`src/rtl/matrix_capture.sv`:
```
// Snoops a 74HC595 LED-matrix chain (sclk/latch/mosi) and accumulates decoded pixels
// into an 8-row frame buffer readable over a pipelined Wishbone slave.
module matrix_capture #(
  parameter int WB_DATA_WIDTH = 32,
  parameter int REG_COUNT     = 16,
  parameter int WB_ADDR_WIDTH = $clog2(REG_COUNT),
  parameter int WB_SEL_WIDTH  = WB_DATA_WIDTH / 8
) (
  input  logic                     clk,
  input  logic                     reset,
  input  logic                     i_matrix_clk,
  input  logic                     i_matrix_latch,
  input  logic                     i_matrix_mosi,
  input  logic                     i_wb_cyc,
  input  logic                     i_wb_stb,
  input  logic                     i_wb_we,
  input  logic [WB_ADDR_WIDTH-1:0] i_wb_addr,
  input  logic [WB_SEL_WIDTH-1:0]  i_wb_sel,
  input  logic [WB_DATA_WIDTH-1:0] i_wb_wdata,
  output logic                     o_wb_ack,
  output logic                     o_wb_stall,
  output logic [WB_DATA_WIDTH-1:0] o_wb_rdata
);

  // Index 0 = sclk, 1 = latch, 2 = mosi
  logic [2:0] sync1_q, sync2_q;
  logic [1:0] hist_q;

  logic [31:0] sr_q, sr_d, sr_shift;
  logic [5:0]  bit_cnt_q, bit_cnt_d, cnt_shift;
  logic [31:0] raw_q, raw_d;
  logic [7:0]  latch_cnt_q, latch_cnt_d;
  logic [7:0]  len_err_q, len_err_d;
  logic [7:0]  anode_err_q, anode_err_d;
  logic [31:0] frame_q [8];
  logic [31:0] frame_d [8];
  logic        ack_q, ack_d;
  logic [WB_DATA_WIDTH-1:0] rdata_q, rdata_d;

  logic        sclk_rise, latch_rise;
  logic [7:0]  anode;
  logic        anode_one_hot;
  logic [31:0] pix;
  logic        wb_req, clear;
  logic [31:0] addr_ext, rd_word;
  logic        unused_wb;

  assign sclk_rise  = sync2_q[0] & ~hist_q[0];
  assign latch_rise = sync2_q[1] & ~hist_q[1];

  assign sr_shift  = sclk_rise ? {sr_q[30:0], sync2_q[2]} : sr_q;
  assign cnt_shift = (sclk_rise && bit_cnt_q != 6'd63) ? bit_cnt_q + 6'd1 : bit_cnt_q;

  assign anode         = sr_shift[7:0];
  assign anode_one_hot = (anode != 8'd0) && ((anode & (anode - 8'd1)) == 8'd0);

  assign wb_req    = i_wb_cyc & i_wb_stb & ~ack_q;
  assign clear     = wb_req & i_wb_we & i_wb_sel[0] & i_wb_wdata[0] & (addr_ext == 32'd10);
  assign addr_ext  = 32'(i_wb_addr);
  assign unused_wb = ^{i_wb_sel, i_wb_wdata};

  // Active-low colour bytes become one {0,r,g,b} nibble per column, column 0 in the top nibble
  always_comb begin
    pix = '0;
    for (int c = 0; c < 8; c++) begin
      pix[31-4*c -: 4] = {1'b0, ~sr_shift[31-c], ~sr_shift[15-c], ~sr_shift[23-c]};
    end
  end

  always_comb begin
    sr_d        = sr_shift;
    bit_cnt_d   = latch_rise ? 6'd0 : cnt_shift;
    raw_d       = raw_q;
    latch_cnt_d = latch_cnt_q;
    len_err_d   = len_err_q;
    anode_err_d = anode_err_q;
    frame_d     = frame_q;
    if (latch_rise) begin
      raw_d       = sr_shift;
      latch_cnt_d = latch_cnt_q + 8'd1;
      if (cnt_shift != 6'd32) begin
        if (len_err_q != 8'hFF) len_err_d = len_err_q + 8'd1;
      end else if (anode != 8'd0 && !anode_one_hot) begin
        if (anode_err_q != 8'hFF) anode_err_d = anode_err_q + 8'd1;
      end else if (anode_one_hot) begin
        for (int r = 0; r < 8; r++) begin
          if (anode[7-r]) frame_d[r] = frame_q[r] | pix;
        end
      end
    end
    if (clear) begin
      raw_d       = '0;
      latch_cnt_d = '0;
      len_err_d   = '0;
      anode_err_d = '0;
      for (int r = 0; r < 8; r++) frame_d[r] = '0;
    end
  end

  always_comb begin
    rd_word = '0;
    if (addr_ext < 32'd8) begin
      rd_word = frame_q[addr_ext[2:0]];
    end else if (addr_ext == 32'd8) begin
      rd_word = raw_q;
    end else if (addr_ext == 32'd9) begin
      rd_word = {2'b00, bit_cnt_q, anode_err_q, len_err_q, latch_cnt_q};
    end
    ack_d   = wb_req;
    rdata_d = (wb_req && !i_wb_we) ? WB_DATA_WIDTH'(rd_word) : rdata_q;
  end

  // History always tracks the synchronized level, so reset never leaves a stale low behind
  always_ff @(posedge clk) begin
    sync1_q <= {i_matrix_mosi, i_matrix_latch, i_matrix_clk};
    sync2_q <= sync1_q;
    hist_q  <= sync2_q[1:0];
  end

  always_ff @(posedge clk) begin
    if (reset) begin
      sr_q        <= '0;
      bit_cnt_q   <= '0;
      raw_q       <= '0;
      latch_cnt_q <= '0;
      len_err_q   <= '0;
      anode_err_q <= '0;
      for (int r = 0; r < 8; r++) frame_q[r] <= '0;
      ack_q       <= 1'b0;
      rdata_q     <= '0;
    end else begin
      sr_q        <= sr_d;
      bit_cnt_q   <= bit_cnt_d;
      raw_q       <= raw_d;
      latch_cnt_q <= latch_cnt_d;
      len_err_q   <= len_err_d;
      anode_err_q <= anode_err_d;
      for (int r = 0; r < 8; r++) frame_q[r] <= frame_d[r];
      ack_q       <= ack_d;
      rdata_q     <= rdata_d;
    end
  end

  assign o_wb_ack   = ack_q;
  assign o_wb_stall = 1'b0;
  assign o_wb_rdata = rdata_q;

endmodule

```
`config.mk`:
```
export PLATFORM = sky130hd
export DESIGN_NAME = matrix_capture
export DESIGN_NICKNAME = d
export VERILOG_FILES = /design/src/rtl/matrix_capture.sv
export SDC_FILE = /design/constraint.sdc
export NUM_CORES = 1
export LEC_CHECK = 0
export BUFFER_PORTS_ARGS = -buffer_cell sky130_fd_sc_hd__buf_2
export CAP_MARGIN = 25
export CELL_PAD_IN_SITES_DETAIL_PLACEMENT = 1
export CELL_PAD_IN_SITES_GLOBAL_PLACEMENT = 1
export CORE_MARGIN = 2
export CORE_UTILIZATION = 41
export DETAILED_ROUTE_END_ITERATION = 8
export PLACE_DENSITY_LB_ADDON = 0.1
export SLEW_MARGIN = 20
export SYNTH_ARGS = -nofsm -noshare
export SYNTH_HDL_FRONTEND = slang
export SYNTH_SLANG_ARGS = --single-unit
```
`constraint.sdc`:
```
create_clock -name clk -period 2.05 [get_ports clk]
set_input_delay 0.3075 -clock clk [delete_from_list [all_inputs] [get_ports clk]]
set_output_delay 0.3075 -clock clk [all_outputs]
set_load 0.02 [all_outputs]
```
==> out/metrics.csv, run 1 <==
stage,metric,value,unit
routing,drtAntennaViolNets,0,
placed_design,io_buffers,46,
cells_and_area,syn_to_final_growth,41.6,%
worst_hold_path,hold_depth,3,
clock_tree,h-tree-depth,2,
outcome,outcome,"complete, but fails checks",
synth,ys_types,61,
routing,drt-total-wl,57200,µm
outcome,failed_checks,setup timing,
pwr,powerDensity,699,nW/µm²
clock_tree,cts.sinks,327,
synth,syn_nets,1714,
synth,synth_area,14400,µm²
global_routing,antenna_found_initial,0,
sta,skew,0.0144,ns
pwr,power_leakage,7.29,nW
sta,post-route-min-period,2.29,ns
cells_and_area,drive_gt1_share,30.6,%
clock_tree,clock_latency,0.55,ns
cells_and_area,final_nets,1882,
routing,vias,14100,
clock_tree,cts_tree,yes,
clock_tree,cts-root-buf,clkbuf_16,
routing,first_pass_iters,5,
global_routing,track_usage,29.5,%
sta,rsz0062_at_grt,true,
synth,synth_area_leader_cell,dfxtp_1,
setup_path,start_kind,flip-flop,
clock_tree,clk_pin_slew,0.06,ns
die,start_util,41.7,%
sta,drv_slew,0,
synth,ys_seq_area_share,45.4,%
cells_and_area,fin_area,20400,µm²
synth,synth_top_area_share,45.4,%
global_routing,grt_max_degree,64,
synth,synth_cells,1662,
die,rows,68,
setup_path,required,2.50,ns
routing,drtIter0Drc,924,
sta,fmax,437,MHz
synth,synth_seq_cells,327,
die,io_pins,82,
setup_path,arrival,2.74,ns
synth,async_flop_share,0,%
global_routing,grt_pass1_vias,14200,
synth,synth-main-ff-cell,dfxtp_1,
clock_tree,cts_inserted_buffers,39,
routing,wl_per_cell,24.7,µm
sta,tightest_slew,0.564,ns
worst_hold_path,hp-class,in -> reg,
die,core_area,34500,µm²
setup_path,path_max_fanout,8,
synth,synth_edf_count,0,
routing,viasPerCell,6.09,
setup_path,ff2ff_path_depth,10,
sta,setup_ws,-0.237,ns
setup_path,worstSetupEndpointType,flip-flop,
sta,hold_viol_final,0,
placed_design,place_area,16800,µm²
die,die_w,191,µm
placed_design,dpl.hpwl,32500,µm
sta,slew_headroom,62.0,%
placed_design,place.gp.congestion,0.777,
routing,drc_errors,0,
cells_and_area,diodes,0,
die,die-area,36700,µm²
synth,synth_warnings,0,
synth,avgSynthCellArea,8.67,µm²
setup_path,crit_type,reg -> reg,
run,maxCapViolCount,0,
pwr,peakVddDrop,0.603,mV
sta,period_share,112,%
die,fp.dieH,191,µm
sta,setup-violations-final,199,
global_routing,grt_pass1_wl,83700,µm
sta,hold_ws,0.153,ns
global_routing,grt_overflow,0,
synth,synth_area_leaders,"dfxtp_1 45%, nor2_1 8.9%, a31oi_1 8.4%",
clock_tree,clockBufferDepth,3,
-- path summary, 6_finish.rpt --
check	startpoint	endpoint	slack (ns)
min	i_wb_stb	o_wb_ack	0.15
min reg2reg	sync1_q[0]	sync2_q[0]	0.34
max reg2reg	bit_cnt_q[0]	frame_q[106]	-0.24
max	bit_cnt_q[0]	frame_q[106]	-0.24
-- cell usage in the layout (no fill, tap or decap), drive strengths merged, types with 3 or more instances in the layout --
cell type,Yosys,layout
a21oi,29,29
dfxtp,327,327
nand4,13,13
nor2b,25,25
a21o,3,3
o41ai,3,3
o21ai,8,8
xor2,7,7
nand3,12,12
inv,5,6
a22oi,9,9
and4,4,4
ha,4,4
mux2i,35,35
a221oi,23,23
mux4,48,48
dlygate4sd3,0,3
a31oi,193,193
nor2,342,342
nor3b,3,3
clkinv,0,3
clkinvlp,0,3
or3,3,3
and3,4,4
nand2,92,92
buf,68,279
o311ai,3,3
clkbuf,99,69
a211oi,32,32
nor3,224,224
or4,3,3
nand2b,10,10
a41o,1,4
-- layer usage --
layer | global-route usage, % | routed length [µm] | vias to the layer above | part of all wire (%)
met4 | 9.14 | 2010 | 0 | 3.5
met2 | 48.1 | 27100 | 416 | 47
met1 | 39.9 | 24700 | 7118 | 43
met5 | 0 | 0 | - | 0
met3 | 4.70 | 3310 | 124 | 5.8
li1 | - | - | 6419 | -
-- Yosys cell counts (23+ instances only) --
library cell,number
nand2_1,92
mux4_2,48
a21oi_1,28
clkbuf_1,99
a221oi_1,23
a211oi_1,32
nor2b_1,25
a31oi_1,193
nor3_1,224
dfxtp_1,327
nor2_1,342
mux2i_1,35
buf_2,39
-- cell type report --
class                   instances  area (µm²)
fillers                      3756       14100
multi-input cells            1166        8540
flip-flops and latches        327        6560
repair buffers                291        3490
clock buffers                  61        1160
well taps                     455         569
clock inverters                 7        53.8
inverters                       5        18.8
-- power breakdown --
part	internal [W]	total, W	switching (W)
Combinational	0.000397	0.00103	0.000630
Sequential	0.00643	0.00648	0.0000499
Clock	0.00390	0.00675	0.00285
-- cell families (layout without fill, tap and decap cells) --
logic type      count (synthesis)  in the layout  synth area share [%]
buf+inv                       172            364                  5.68
fa+ha+maj                       4              4                 0.347
simple gates                  747            747                  23.2
other cells                     1              1                0.0260
flops                         327            327                  45.4
mux                            84             84                  10.0
compound gates                318            321                  14.7
xor+xnor                        9              9                 0.547
-- flip-flops by register name (all words and copies together), names as in the netlist --
signal	flops
frame_q	192
o_wb_rdata	32
raw_q	32
sr_q	32
anode_err_q	8
latch_cnt_q	8
len_err_q	8
bit_cnt_q	6
sync1_q	3
sync2_q	3
hist_q	2
o_wb_ack	1
-- per-stage QoR --
step	setup slack (ns)	instances	power (W)	utilization (%)	TNS, ns
2_1_floorplan	0.00322	1662	0.00709	-	0
3_3_place_gp	-0.202	2188	0.00748	48.6	-29.02
3_5_place_dp	-0.277	2188	0.00749	48.6	-43.02
4_1_cts	-0.160	2298	0.0142	55.0	-16.91
5_1_grt	-0.292	2312	0.0147	59.1	-30.92
6_report	-0.237	2312	0.0143	59.1	-17.60
-- worst max-delay path: stages (launching register included) --
cell and delay, ns:
dfxtp_2 0.36, ha_4 0.16, buf_6 0.11, and4b_2 0.25, nor4_4 0.30, o211a_4 0.28, buf_12 0.16, buf_8 0.12
buf_12 0.15, a31oi_4 0.08, nor2_1 0.19
-- what timing repair did --
action / CTS / global route
hold endpoints to repair: 3 / 0
setup endpoints to repair: 227 / 213
hold buffers: 3 / 0
gates cloned: 13 / 9
buffers inserted: 29 / 8
resized for setup: 78 / 191
pin swaps: 48 / 94
Note: power is estimated with default switching activity, not from simulation.
==> run 2, diff against run 1 <==
BUFFER_PORTS_ARGS = -buffer_cell sky130_fd_sc_hd__buf_4   (was -buffer_cell sky130_fd_sc_hd__buf_2)
==> out/metrics.csv, run 2 (same netlist as run 1, synthesis figures left out) <==
stage,metric,value,unit
setup_path,critPathMostFrequentCell,o311ai_4,
die,start_util,41.7,%
cells_and_area,syn_to_final_growth,32.9,%
worst_hold_path,hp-class,in -> reg,
setup_path,reg2reg_from,sr_q[0],
clock_tree,h-tree-depth,2,
clock_tree,clock_latency,0.54,ns
clock_tree,cts.sinks,327,
routing,viasPerCell,6.08,
outcome,outcome,"complete, but fails checks",
placed_design,dpl.hpwl,31600,µm
sta,hold_viol_final,0,
routing,vias,13900,
setup_path,arrival,2.69,ns
clock_tree,clk_pin_slew,0.06,ns
setup_path,worstSetupEndpointType,flip-flop,
setup_path,crit_path_top_delay_cell,or4_4,
sta,fmax,450,MHz
clock_tree,cts_tree,yes,
worst_hold_path,min_to,o_wb_rdata[31],
setup_path,crit_chain,or4_4 -> o311ai_4 -> o311ai_4 -> a21oi_4 -> buf_12 -> clkbuf_16 -> a31oi_1 -> nor2_1,
cells_and_area,final_common_cell,nor2_1,
die,fp.dieH,191,µm
cells_and_area,diodes,0,
die,core_area,34500,µm²
die,io_pins,82,
cells_and_area,regMostFlops,frame_q,
sta,rsz0062_at_grt,true,
routing,drtAntennaViolNets,0,
pwr,powerDensity,739,nW/µm²
setup_path,start_kind,flip-flop,
cells_and_area,largest_reg_flops,192,
die,die-area,36700,µm²
placed_design,place.gp.congestion,0.825,
sta,drv_slew,0,
placed_design,io_buffers,46,
setup_path,required,2.52,ns
global_routing,grt_pass1_vias,13600,
setup_path,crit_type,reg -> reg,
worst_hold_path,hp-start,i_wb_we,
routing,drc_errors,0,
setup_path,ff2ff_path_depth,8,
global_routing,grt_pass1_wl,79100,µm
sta,skew,0.0189,ns
setup_path,path_max_fanout,16,
clock_tree,cts_inserted_buffers,38,
sta,post-route-min-period,2.22,ns
setup_path,r2r_slack,-0.17,ns
global_routing,grt_overflow,0,
pwr,power_leakage,7.06,nW
clock_tree,cts-root-buf,clkbuf_16,
pwr,peakVddDrop,0.667,mV
cells_and_area,drive_gt1_share,24.7,%
global_routing,grt_max_degree,64,
outcome,failed_checks,setup timing,
die,die_w,191,µm
sta,tightest_slew,0.560,ns
cells_and_area,layout_common_cells,"337 x nor2_1, 321 x dfxtp_1, 218 x nor3_1",
global_routing,track_usage,27.5,%
sta,period_share,109,%
sta,setup-violations-final,204,
sta,setup_ws,-0.174,ns
setup_path,rr_endpoint,frame_q[21],
run,maxCapViolCount,0,
sta,slew_headroom,62.3,%
worst_hold_path,hold_depth,3,
die,rows,68,
setup_path,crit_path_max_incr_delay,0.55,ns
cells_and_area,final_nets,1851,
sta,final.setup.tns,-21.21,ns
pwr,finalPower,0.0141,W
routing,drt-total-wl,54000,µm
routing,wl_per_cell,23.7,µm
routing,first_pass_iters,6,
routing,drtIter0Drc,919,
clock_tree,clockBufferDepth,3,
global_routing,antenna_found_initial,0,
run 2: timing repair:
action                                  in CTS  in global routing
endpoints found under the setup margin     231                219
buffers inserted                            10                 11
gates cloned                                 2                 21
resized for setup                           52                 71
hold buffers                                 4                  0
hold endpoints to repair                     4                  0
pin swaps                                   22                 31
run 2: report_power, final:
group          internal [W]  switching [W]
registers           0.00643      0.0000563
logic              0.000408       0.000593
clock network       0.00388        0.00277
run 2: worst max-delay path by stage:
| stage | endpoint | cells after the start | startpoint |
|---|---|---|---|
| floorplan | frame_q[125] | 10 | bit_cnt_q[1] |
| CTS | frame_q[65] | 9 | bit_cnt_q[1] |
| global route | frame_q[21] | 10 | hist_q[0] |
| detailed placement | anode_err_q[0] | 9 | hist_q[0] |
| global placement | len_err_q[5] | 8 | bit_cnt_q[0] |
| finish | frame_q[21] | 8 | sr_q[0] |
run 2: routing by layer:
metal	global-route usage, %	share of wire, %	vias up
li1	-	-	6332
met4	6.78	2.4	0
met1	38.1	46	7068
met2	45.5	47	372
met3	3.51	4.9	91
met5	0	0	-
run 2: stage by stage:
step	utilization (%)	std cells	cell area, µm²	worst slack [ns]	hold WS (ns)
final	55.4	2280	19100	-0.174	0.116
after global routing	55.4	2280	19100	-0.265	0.163
after CTS	52.8	2248	18300	-0.140	0.104
after detailed placement	48.2	2166	16600	-0.247	0.328
after global placement	48.2	2166	16600	-0.194	0.315
after floorplan	-	1662	14400	0.00322	0.310
run 2: critical path, delay by kind of cell, from the launching register on:
family	cells	cell delay, ns
compound gates	4	0.72
buf+inv	2	0.45
flops	1	0.33
simple gates	2	0.65
run 2: layout make-up:
class / count / area [µm²]
Fill cell: 3895 / 15400
Multi-Input combinational cell: 1163 / 7570
Sequential cell: 327 / 6560
Timing Repair Buffer: 264 / 3230
Clock buffer: 58 / 1160
Tap cell: 455 / 569
Clock inverter: 8 / 43.8
Inverter: 5 / 18.8
==> run 3, diff against run 2 <==
CORE_MARGIN = 5   (was 2)
SKIP_CTS_REPAIR_TIMING = 1   (was not set)
==> out/metrics.csv, run 3 (same netlist as run 1, synthesis figures left out) <==
stage,metric,value,unit
clock_tree,clock_latency,0.56,ns
sta,slew_headroom,52.3,%
cells_and_area,multi_input_area,7560,µm²
global_routing,grt_pass1_wl,77700,µm
setup_path,path_max_fanout,18,
outcome,outcome,"complete, but fails checks",
pwr,internal-power,0.0113,W
pwr,clkPwrFrac,49.5,%
clock_tree,cts_inserted_buffers,39,
placed_design,dpl.hpwl,32000,µm
worst_hold_path,hold_depth,3,
cells_and_area,layout_common_cells,"333 x nor2_1, 322 x dfxtp_1, 218 x nor3_1",
routing,drc_errors,0,
global_routing,grt_max_degree,64,
sta,hold_viol_final,0,
setup_path,ff2ff_path_depth,9,
run,maxCapViolCount,0,
clock_tree,cts_tree,yes,
sta,drv_slew,0,
die,io_pins,82,
cells_and_area,final_core_util,54.8,%
outcome,failed_checks,setup timing,
pwr,combPwrFrac,6.5,%
sta,skew,0.0170,ns
setup_path,start_kind,flip-flop,
setup_path,crit_type,reg -> reg,
placed_design,io_buffers,46,
cells_and_area,n_fill_cell,3889,
clock_tree,cts.sinks,327,
worst_hold_path,hp-class,in -> reg,
worst_hold_path,hp-start,i_wb_we,
die,fp.dieH,197,µm
die,die_w,197,µm
pwr,power_switching,0.00347,W
cells_and_area,final_common_cell,nor2_1,
cells_and_area,syn_to_final_growth,31.7,%
placed_design,place.gp.congestion,0.832,
cells_and_area,layout.area.seq,6560,µm²
cells_and_area,fin_area,19000,µm²
routing,drtIter0Drc,817,
setup_path,crit_path_start,bit_cnt_q[1],
global_routing,antenna_found_initial,0,
routing,wl_per_cell,24.1,µm
pwr,peakVddDrop,0.780,mV
routing,drt-total-wl,54500,µm
pwr,power_leakage,6.96,nW
cells_and_area,final_nets,1832,
cells_and_area,drive_gt1_share,23.5,%
sta,fmax,436,MHz
routing,vias,13700,
sta,tightest_slew,0.716,ns
cells_and_area,regMostFlops,frame_q,
routing,first_pass_iters,5,
setup_path,required,2.54,ns
sta,setup_ws,-0.245,ns
global_routing,grt_overflow,0,
pwr,swShare,23.6,%
routing,drtAntennaViolNets,0,
die,core_area,34600,µm²
clock_tree,clockBufferDepth,3,
cells_and_area,diodes,0,
cells_and_area,largest_reg_flops,192,
die,die-area,39000,µm²
sta,period_share,112,%
placed_design,dpl_worst_slack,-0.346,ns
pwr,powerDensity,778,nW/µm²
setup_path,worstSetupEndpointType,flip-flop,
setup_path,arrival,2.78,ns
placed_design,place_area,16400,µm²
routing,viasPerCell,6.04,
global_routing,grt_pass1_vias,13500,
global_routing,track_usage,25.0,%
sta,rsz0062_at_grt,true,
sta,post-route-min-period,2.29,ns
clock_tree,clk_pin_slew,0.06,ns
pwr,seqPwrFrac,44.0,%
setup_path,reg2reg_from,bit_cnt_q[1],
clock_tree,h-tree-depth,2,
die,start_util,41.6,%
sta,setup-violations-final,218,
die,rows,68,
clock_tree,cts-root-buf,clkbuf_16,
-- run 3: worst paths after layout --
check,endpoint,slack (ns)
worst min-delay path,o_wb_rdata[31],0.09
worst max-delay path,frame_q[28],-0.24
worst max register to register,frame_q[28],-0.24
worst min register to register,sync2_q[1],0.33
-- run 3: power groups by stage --
stage          combinational [W]  sequential [W]  clock, W
2_1_floorplan           0.000450         0.00664         0
3_3_place_gp            0.000883         0.00662         0
3_5_place_dp            0.000891         0.00662         0
4_1_cts                 0.000894         0.00648   0.00743
5_1_grt                  0.00101         0.00649   0.00769
6_report                0.000964         0.00648   0.00730
-- run 3: layer usage --
layer	share of wire, %	global-route usage (%)	vias up	wire length, µm
li1	-	-	6300	-
met1	46	34.4	6993	24900
met2	48	41.3	312	26000
met3	4.2	3.34	85	2310
met4	2.5	7.58	0	1340
met5	0	0	-	0
-- run 3: final cells by class --
| cell class | count | area share (%) |
|---|---|---|
| Clock buffer | 57 | 5.98 |
| Clock inverter | 14 | 1.09 |
| Inverter | 5 | 0.0989 |
| Multi-Input combinational cell | 1165 | 39.8 |
| Sequential cell | 327 | 34.6 |
| Tap cell | 455 | 3.00 |
| Timing Repair Buffer | 242 | 15.4 |
-- run 3: critical path: stages (launching register included) --
cell and delay, ns:
dfxtp_4 0.37, ha_4 0.16, buf_6 0.11, and4b_2 0.25, nor4_4 0.34, o211a_4 0.32, clkbuf_16 0.23, clkbuf_16 0.20
a31oi_1 0.11, nor2_1 0.11
-- run 3: through the flow --
step | setup TNS [ns] | hold slack [ns] | cells | power, W
global placement | -52.79 | 0.312 | 2147 | 0.00750
global route | -43.20 | 0.113 | 2265 | 0.0152
finish | -30.44 | 0.0898 | 2265 | 0.0147
detailed placement | -60.63 | 0.325 | 2147 | 0.00751
floorplan | 0 | 0.310 | 1662 | 0.00709
CTS | -64.86 | -0.165 | 2218 | 0.0148
